File: src/rtl/sram32_arb_pkg.sv
// rtl/sram32_arb_pkg.sv - shared constants and address helper for the SRAM arbiter
package sram32_arb_pkg;

   localparam logic PORT_I = 1'b0;
   localparam logic PORT_D = 1'b1;

   localparam int STARVE_MAX_DEFAULT = 3;
   localparam int CNT_W_DEFAULT      = 4;

   // SRAM word index for a byte address (16K words)
   function automatic logic [13:0] word_addr(input logic [31:0] adr);
      return adr[15:2];
   endfunction

endpackage

File: src/rtl/sram32_arb_starve.sv
// rtl/sram32_arb_starve.sv - saturating count of consecutive denied I-request cycles
module sram32_arb_starve #(
   parameter int STARVE_MAX = 3,
   parameter int CNT_W      = 4
) (
   input  logic clk,
   input  logic rst,
   input  logic inc,
   input  logic clr,
   output logic sat
);

   localparam logic [CNT_W-1:0] CNT_MAX = CNT_W'(STARVE_MAX);

   logic [CNT_W-1:0] cnt_q;
   logic [CNT_W-1:0] cnt_d;

   always_comb begin
      cnt_d = cnt_q;
      if (clr) begin
         cnt_d = '0;
      end else if (inc && (cnt_q != CNT_MAX)) begin
         cnt_d = cnt_q + CNT_W'(1);
      end
   end

   always_ff @(posedge clk or posedge rst) begin
      if (rst) begin
         cnt_q <= '0;
      end else begin
         cnt_q <= cnt_d;
      end
   end

   assign sat = (cnt_q == CNT_MAX);

endmodule

File: src/rtl/sram32_arb.sv
// rtl/sram32_arb.sv - D-priority arbiter sharing one 32-bit SRAM between I-fetch and load/store
module sram32_arb
   import sram32_arb_pkg::*;
#(
   parameter int STARVE_MAX = STARVE_MAX_DEFAULT,
   parameter int CNT_W      = CNT_W_DEFAULT
) (
   input  logic        clk,
   input  logic        rst,
   input  logic        i_req,
   input  logic [31:0] i_adr,
   output logic        i_gnt,
   output logic        i_rvalid,
   output logic [31:0] i_rdata,
   input  logic        d_req,
   input  logic [3:0]  d_we,
   input  logic [31:0] d_adr,
   input  logic [31:0] d_din,
   output logic        d_gnt,
   output logic        d_rvalid,
   output logic [31:0] d_rdata,
   output logic        m_en,
   output logic [3:0]  m_we,
   output logic [31:0] m_adr,
   output logic [31:0] m_din,
   input  logic [31:0] m_dout
);

   logic starve_sat;
   logic resp_i_q, resp_i_d;
   logic resp_d_q, resp_d_d;

   sram32_arb_starve #(
      .STARVE_MAX (STARVE_MAX),
      .CNT_W      (CNT_W)
   ) u_starve (
      .clk (clk),
      .rst (rst),
      .inc (i_req & ~i_gnt),
      .clr (i_gnt | ~i_req),
      .sat (starve_sat)
   );

   // I only beats a concurrent D request once it has waited STARVE_MAX cycles
   assign i_gnt = ~rst & i_req & (~d_req | starve_sat);
   assign d_gnt = ~rst & d_req & ~(i_req & starve_sat);

   assign m_en  = i_gnt | d_gnt;
   assign m_adr = i_gnt ? i_adr : d_adr;
   assign m_we  = d_gnt ? d_we : 4'h0;
   assign m_din = d_din;

   assign resp_i_d = i_gnt;
   assign resp_d_d = d_gnt & (d_we == 4'h0);

   always_ff @(posedge clk or posedge rst) begin
      if (rst) begin
         resp_i_q <= 1'b0;
         resp_d_q <= 1'b0;
      end else begin
         resp_i_q <= resp_i_d;
         resp_d_q <= resp_d_d;
      end
   end

   // single read bus; the rvalid flops say whose data it is
   assign i_rvalid = resp_i_q;
   assign d_rvalid = resp_d_q;
   assign i_rdata  = m_dout;
   assign d_rdata  = m_dout;

endmodule

File: config.mk
export PLATFORM = sky130hd
export DESIGN_NAME = sram32_arb
export DESIGN_NICKNAME = d
export VERILOG_FILES = /design/src/rtl/sram32_arb_pkg.sv /design/src/rtl/sram32_arb_starve.sv /design/src/rtl/sram32_arb.sv
export SDC_FILE = /design/constraint.sdc
export NUM_CORES = 1
export LEC_CHECK = 0
export CAP_MARGIN = 20
export CORE_AREA = 2 2 107 109
export CTS_CLUSTER_DIAMETER = 150
export DETAILED_ROUTE_END_ITERATION = 12
export DIE_AREA = 0 0 109 111
export DONT_BUFFER_PORTS = 1
export GPL_ROUTABILITY_DRIVEN = 0
export HOLD_SLACK_MARGIN = 0.02
export MAX_ROUTING_LAYER = met4
export PLACE_DENSITY = 0.3
export SLEW_MARGIN = 20
export SYNTH_ARGS = -nofsm -noshare
export SYNTH_HDL_FRONTEND = slang
export SYNTH_HIERARCHICAL = 1
export SYNTH_SLANG_ARGS = --single-unit
File: constraint.sdc
create_clock -name clk -period 3.11 [get_ports clk]
set_clock_uncertainty 0.1 [all_clocks]
set_input_delay 0.622 -clock clk [delete_from_list [all_inputs] [get_ports clk]]
set_output_delay 0.622 -clock clk [all_outputs]
set_load 0.005 [all_outputs]
# [Word level (Yosys, flattened, before mapping)]
# Cells that the tools add are included.
[word_totals] register_bits=6 input_bits=136 out_inout_bits=137 wordCells=28
[classes] add_sub_neg=1 n_eq_ne=2 muxes=4 bitwise=15 reduce_logical=3
[op_table] cell="32-bit 2-to-1 mux" count=1
[op_table] cell="4-bit 2-to-1 mux" count=3
[op_table] cell="1-bit bitwise AND" count=7
[op_table] cell="1-bit inverter" count=5
[op_table] cell="4-bit by 1-bit adder with 4-bit output, second input constant" count=1
[op_table] cell="4-bit by 2-bit == test with 1-bit output, second input constant" count=1
[op_table] cell="4-bit zero test" count=1
[op_table] cell="4-bit by 2-bit != test with 1-bit output, second input constant" count=1
[op_table] cell="1-bit OR" count=3
[op_table] cell="2-bit nonzero test" count=1
[op_table] cell="1-bit logical AND" count=1

# [Logic depth before layout (Yosys ltp)]
# Gate-level depths: netlist of run 1.
[depth] ltp_word=8 ltp_mapped=8 depth_no_buf=7

# [Modules after synthesis]
# Netlist of run 1, hierarchy kept.
[modules_own_cells] mod="sram32_arb" instances=1 cells_each=148 area_per_inst_um2=1295.0 seq_area_each_um2=50.0
[modules_own_cells] mod="sram32_arb_starve" instances=1 cells_each=21 area_per_inst_um2=225.2 seq_area_each_um2=100.1

# [Least setup slack after synthesis of run 1]
# No wires, ideal clock.
[synth_timing] path_type="flip-flop to output port" from="register u_starve.cnt_q[0]" to="output port m_adr[10]" arrival_time_ps=1585 t_required_ps=2388 path_slack_ps=803 path_stages_with_launch=6 path_buffers=1 cell_sequence="dfrtp_1 ha_1 nor3b_2 o211ai_4 buf_8 mux2_2"
[synth_via] elab_chain_len=4
[synth_lines] element="start: declaration" line="sram32_arb_starve.sv:15" source="logic [CNT_W-1:0] cnt_q;"
[synth_lines] element="start signal: assignment" line="sram32_arb_starve.sv:31" source="cnt_q <= cnt_d;"
[synth_lines] element="4-bit by 2-bit == test with 1-bit output" line="sram32_arb_starve.sv:35" source="assign sat = (cnt_q == CNT_MAX);"
[synth_lines] element="named net starve_sat" line="sram32_arb.sv:29" source="logic starve_sat;"
[synth_lines] element="1-bit OR" line="sram32_arb.sv:45" source="assign i_gnt = ~rst & i_req & (~d_req | starve_sat);"
[synth_lines] element="1-bit bitwise AND" line="sram32_arb.sv:45"
[synth_lines] element="32-bit 2-to-1 mux" line="sram32_arb.sv:49" source="assign m_adr = i_gnt ? i_adr : d_adr;"
[synth_lines] element="end: declaration" line="sram32_arb.sv:24" source="output logic [31:0] m_adr,"
# The timed path passes the listed nets, and every way through them passes these cells.

# [Worst setup path in the final report of run 1]
[layout_timing] from="register u_starve.cnt_q[0]" to="output port m_adr[7]"
# The elaborated chain is that of the path after synthesis.

==> results.json, run 1 <==
{
  "yosysMostFrequentCell": "buf_4",
  "numCtsBuffers": 3,
  "place_area_um2": 965,
  "fill_cells": 1281,
  "cts_hold_buf": 0,
  "fin_crit_ps": 2620,
  "initial_core_util_pct": 13.7,
  "outcome": "completed",
  "ir_drop_v": 0.000116,
  "synth_edf_count": 0,
  "multiInputGateArea_um2": 593,
  "crit_type": "reg2out",
  "p_per_area_nw_per_um2": 359,
  "nets": 214,
  "synth.area.top_cells": "buf_4 47%, mux2_2 19%, dfrtp_1 9.9%",
  "first_pass_iters": 4,
  "path_cells": "ha_1 -> nor3b_2 -> o211ai_4 -> buf_12 -> mux2_2",
  "htreeDepth": 1,
  "grt_use_total_pct": 5.06,
  "clock_latency_ps": 230,
  "chipHeight_um": 111,
  "fin_area_um2": 1040,
  "rsz0062_at_grt": "false",
  "cts_tree": "yes",
  "path_clk_slew_ps": 40,
  "ys_types": 24,
  "met2_usage_pct": 9.36,
  "io_buffers": 0,
  "worstMarginPinSlew_ps": 335,
  "wl_per_cell_um": 15.5,
  "ios": 273,
  "path_max_fanout": 33,
  "grt_overflow": 0,
  "synth_commonest_cells": "96 x buf_4, 25 x mux2_2, 8 x mux2_4",
  "syn_avg_cell_area_um2": 9.00,
  "yosysTopAreaCellShare_pct": 47.4,
  "post_cts_buffers": 0,
  "dieArea_um2": 12100,
  "vias_per_cell": 3.22,
  "setup_tns_ps": 0,
  "maxSlewViolCount": 0,
  "die_w_um": 109,
  "antenna_left": 0,
  "drt-total-wl_um": 3390,
  "drt-initial-drc-count": 18,
  "fmax_mhz": 381,
  "crit_slowest_cell": "mux2_2",
  "crit_path_end_kind": "output port",
  "grt_first_pass_wirelength_um": 4190,
  "cts.sinks": 6,
  "post_cts_resized": 0,
  "ys_async_sr_fraction_pct": 100,
  "max_slew_margin_pct": 77.5,
  "synth_largest_area_cell": "buf_4",
  "synth_top_flop_cell": "dfrtp_1",
  "num_rows": 39,
  "detailed_place_hpwl_um": 2980,
  "drive_above_1_share_pct": 56.0,
  "grtUsageMet3_pct": 0.999,
  "hold_viol": 0,
  "synthCells": 169,
  "cap_violations": 0,
  "area_delta_synth_final_pct": -31.6,
  "cp.arrival_ps": 1900,
  "synth_warnings": 6,
  "diodes": 0,
  "cts_root_buf": "clkbuf_16",
  "grt_max_degree": 34,
  "core_area_um2": 11100,
  "grt.busiest_layer": "met2",
  "hold_class": "in2async",
  "synth-seq-cells": 6,
  "synth_fp_nets": 306,
  "cpPeakStageDelay_ps": 400,
  "vias": 703,
  "drc": 0,
  "fin_crit_sh_pct": 84.3,
  "start_kind": "flop",
  "finalSetupViolCount": 0,
  "grt_util_met1_pct": 3.54,
  "grt_pass1_vias": 725,
  "critPathRequiredTime_ps": 2390,
  "total_leakage_power_nw": 0.407,
  "grt_antenna_before_repair": 0,
  "clk_path_buf_depth": 2,
  "ys_seq_area_share_pct": 9.88,
  "final-seq-area_um2": 150,
  "synth_area_um2": 1520
}
==> cell families (layout without fill, tap and decap cells) <==
logic type	Yosys count	count (layout)	share of synthesized area [%]
fa+ha+maj	1	1	0.823
buf+inv	103	9	51.1
flops	6	6	9.88
mux	34	34	27.1
xor+xnor	1	1	0.576
simple gates	21	21	8.31
compound gates	3	3	2.22
==> power by group <==
| group | internal [W] | switching [W] | total (W) |
|---|---|---|---|
| Clock | 0.000165 | 0.0000455 | 0.000211 |
| Sequential | 0.0000813 | 0.00000231 | 0.0000836 |
| Combinational | 0.0000433 | 0.0000361 | 0.0000794 |
| Total | 0.000290 | 0.0000839 | 0.000374 |
==> cells in the final DEF (no fill, tap or decap) <==
| cell type | instances |
|---|---|
| nor3b_2 | 1 |
| dfrtp_1 | 6 |
| nor4_1 | 1 |
| mux2_4 | 8 |
| inv_1 | 4 |
| mux2i_1 | 1 |
| nor2b_2 | 1 |
| nor2_1 | 4 |
| mux2_2 | 25 |
| nand2b_1 | 2 |
| nor2b_1 | 1 |
| a21oi_1 | 1 |
| and2_1 | 5 |
| ha_1 | 1 |
| nand4b_1 | 1 |
| nand4_1 | 1 |
| nand2_1 | 3 |
| clkbuf_16 | 3 |
| buf_12 | 1 |
| buf_4 | 1 |
| a211oi_1 | 1 |
| xor2_1 | 1 |
| and2_2 | 1 |
| o211ai_4 | 1 |
==> worst max-delay path, delay by kind of cell (launching register included) <==
kind / cells / cell delay (ps)
flip-flops: 1 / 390
buffers and inverters: 1 / 240
AND/OR/NAND/NOR: 1 / 190
adder cells (fa/ha/maj): 1 / 230
multiplexers: 1 / 400
AO/OA/AOI/OAI: 1 / 200
==> layer usage <==
layer	up-vias	wire length, µm
li1	265	-
met5	-	0
met2	103	1770
met4	0	280
met1	298	898
met3	37	437
==> worst paths after layout <==
kind                              startpoint           endpoint  slack (ps)  depth (start not counted)
min reg2reg                u_starve/cnt_q[2]  u_starve/cnt_q[2]         480                          2
min                                      rst  u_starve/cnt_q[1]          70                          1
max in group asynchronous                rst           i_rvalid        2660                          1
max                        u_starve/cnt_q[0]           m_adr[7]         490                          5
min in group clk           u_starve/cnt_q[2]  u_starve/cnt_q[2]         480                          2
max reg2reg                u_starve/cnt_q[0]  u_starve/cnt_q[0]        1130                          6
==> through the flow <==
stage	setup WS (ps)	std cells	hold slack, ps	util [%]	power (W)
global route	370	218	77.3	9.39	0.000398
detailed placement	703	215	315	8.71	0.000167
finish	487	218	68.0	9.39	0.000374
global placement	741	215	315	8.71	0.000167
floorplan	803	169	288	-	0.000254
CTS	454	218	69.9	9.39	0.000386
==> state kept, by name, summed over array words and instances, names as in the netlist <==
name            count
d_rvalid            1
u_starve/cnt_q      4
i_rvalid            1
==> layout make-up <==
type,instances,area share (%)
Tap cell,143,17.2
Clock buffer,3,7.22
Sequential cell,6,14.4
Inverter,4,1.44
Timing Repair Buffer,2,2.65
Multi-Input combinational cell,60,57.0
Note: power is estimated with default switching activity, not from simulation.
==> run 2: changes to the inputs <==
Clock period 3.11 ns to 2.3 ns, I/O delays scaled along.
==> run 2 against run 1 <==
The flow now finishes with violations (setup timing). Global-route usage grew 1.0 points. Highest routed layer unchanged. Non-clock buffer count grew 15. Setup slack lost 580 ps. Critical endpoint is now m_adr[21]. Die area is the same. Largest power group unchanged.
==> results.json, run 2 (synthesis gave the netlist of run 1 again) <==
{
  "grt_antenna_before_repair": 0,
  "drc": 0,
  "ios": 273,
  "num_rows": 39,
  "min_from": "d_we[3]",
  "antenna_left": 0,
  "crit_slowest_cell": "dfrtp_1",
  "fin_ws_ps": -94.3,
  "finalSetupViolCount": 32,
  "grt_overflow": 0,
  "fmax_mhz": 418,
  "vias": 771,
  "path_clk_slew_ps": 40,
  "largest_register_ffs": 4,
  "nets": 229,
  "hold_depth": 2,
  "holdWs_ps": 362,
  "fin_area_um2": 1350,
  "placed_cells": 216,
  "dieArea_um2": 12100,
  "numCtsBuffers": 3,
  "outcome": "finished, violations left",
  "first_pass_iters": 2,
  "hold_viol": 0,
  "cpPeakStageDelay_ps": 370,
  "reg2regPathDepth": 8,
  "max_slew_margin_pct": 79.7,
  "io_buffers": 0,
  "max_flop_register": "u_starve/cnt_q",
  "detailed_place_hpwl_um": 2980,
  "path_common_cell": "buf_12",
  "crit_type": "reg2out",
  "initial_core_util_pct": 13.7,
  "grt_first_pass_wirelength_um": 4960,
  "maxSlewViolCount": 0,
  "violations": "setup timing",
  "wl_per_cell_um": 17.2,
  "cts.sinks": 6,
  "drt-initial-drc-count": 14,
  "crit_path_end_kind": "output port",
  "vias_per_cell": 3.31,
  "ir_drop_v": 0.000158,
  "r2r_slack_ps": 200,
  "holdPathEnd": "d_rvalid",
  "diodes": 0,
  "path_cells": "ha_2 -> nor3b_4 -> o211ai_4 -> buf_6 -> buf_12 -> buf_12 -> mux2_4",
  "cts_tree": "yes",
  "rsz0062_at_grt": "true",
  "critPathRequiredTime_ps": 1740,
  "fin_cells": 233,
  "most-common-layout-cells": "33 x mux2_4, 7 x buf_4, 6 x dfrtp_1",
  "core_area_um2": 11100,
  "place_area_um2": 972,
  "path_max_fanout": 5,
  "final_common_cell": "mux2_4",
  "p_per_area_nw_per_um2": 420,
  "chipHeight_um": 111,
  "area_delta_synth_final_pct": -11.0,
  "start_kind": "flop",
  "htreeDepth": 1,
  "clock_latency_ps": 230,
  "cp.arrival_ps": 1830,
  "setup_tns_ps": -998,
  "clk_path_buf_depth": 2,
  "cts_root_buf": "clkbuf_16",
  "drt-total-wl_um": 4010,
  "worstMarginPinSlew_ps": 303,
  "fin_crit_ps": 2390,
  "cap_violations": 0,
  "fin_crit_sh_pct": 104,
  "pre_cts_slack_ps": 62.6,
  "drive_above_1_share_pct": 62.2,
  "hold_class": "in2reg",
  "r2r-start": "u_starve/cnt_q[0]",
  "grt_max_degree": 9,
  "reg2reg_to": "u_starve/cnt_q[0]",
  "grt_pass1_vias": 799,
  "grt_use_total_pct": 6.10,
  "die_w_um": 109,
  "total_leakage_power_nw": 0.641
}
==> run 2: cell types whose count changed in the layout (fill, tap and decap cells not counted), sizes merged <==
cell	previous run	this run
dlygate4sd3	0	2
buf	2	15
==> run 2: how the worst max path moves through the flow <==
| stage | start | end | slack [ps] |
|---|---|---|---|
| detailed placement | u_starve/cnt_q[1] | m_adr[7] | 60 |
| CTS | u_starve/cnt_q[1] | m_adr[7] | -140 |
| global route | u_starve/cnt_q[0] | m_adr[21] | -180 |
| finish | u_starve/cnt_q[0] | m_adr[21] | -90 |
| floorplan | u_starve/cnt_q[0] | u_starve/cnt_q[0] | 140 |
| global placement | u_starve/cnt_q[1] | m_adr[7] | 110 |
==> run 2: report_power, final <==
group | internal (W) | total, W | switching [W]
sequential | 0.000110 | 0.000112 | 0.00000204
combinational | 0.000105 | 0.000166 | 0.0000609
clock | 0.000224 | 0.000291 | 0.0000672
total | 0.000439 | 0.000569 | 0.000130
==> run 2: through the flow <==
stage	utilization [%]	total power (W)
floorplan	-	0.000343
global placement	8.78	0.000228
detailed placement	8.78	0.000227
CTS	12.5	0.000589
global route	12.2	0.000600
finish	12.2	0.000569
==> run 2: what timing repair did <==
action / in CTS / in global routing
pin swaps: 2 / 2
resized for setup: 33 / 0
hold buffers: 2 / 0
setup buffers: 10 / 0
gates cloned: 4 / 0
setup endpoints to repair: 36 / 36
endpoints found under the hold margin: 6 / 0
==> run 2: metal layers <==
layer	wire (µm)	track usage [%]	up-vias	share of wire [%]
met5	0	-	-	0
met4	300	5.73	0	7.5
met3	503	1.23	38	13
met2	2100	11.3	107	52
met1	1100	4.68	330	28
li1	-	-	296	-
==> run 2: area by class of cell <==
class | count | area, µm²
well taps | 143 | 179
clock buffers | 3 | 75.1
fillers | 1244 | 9720
flip-flops and latches | 6 | 150
multi-input cells | 60 | 696
inverters | 4 | 15.0
repair buffers | 17 | 238
==> run 2: critical path, delay by kind of cell (launching register included) <==
kind | cells | cell delay [ps]
buffers and inverters | 3 | 380
flip-flops | 1 | 370
multiplexers | 1 | 310
AND/OR/NAND/NOR | 1 | 160
adder cells (fa/ha/maj) | 1 | 190
AO/OA/AOI/OAI | 1 | 190
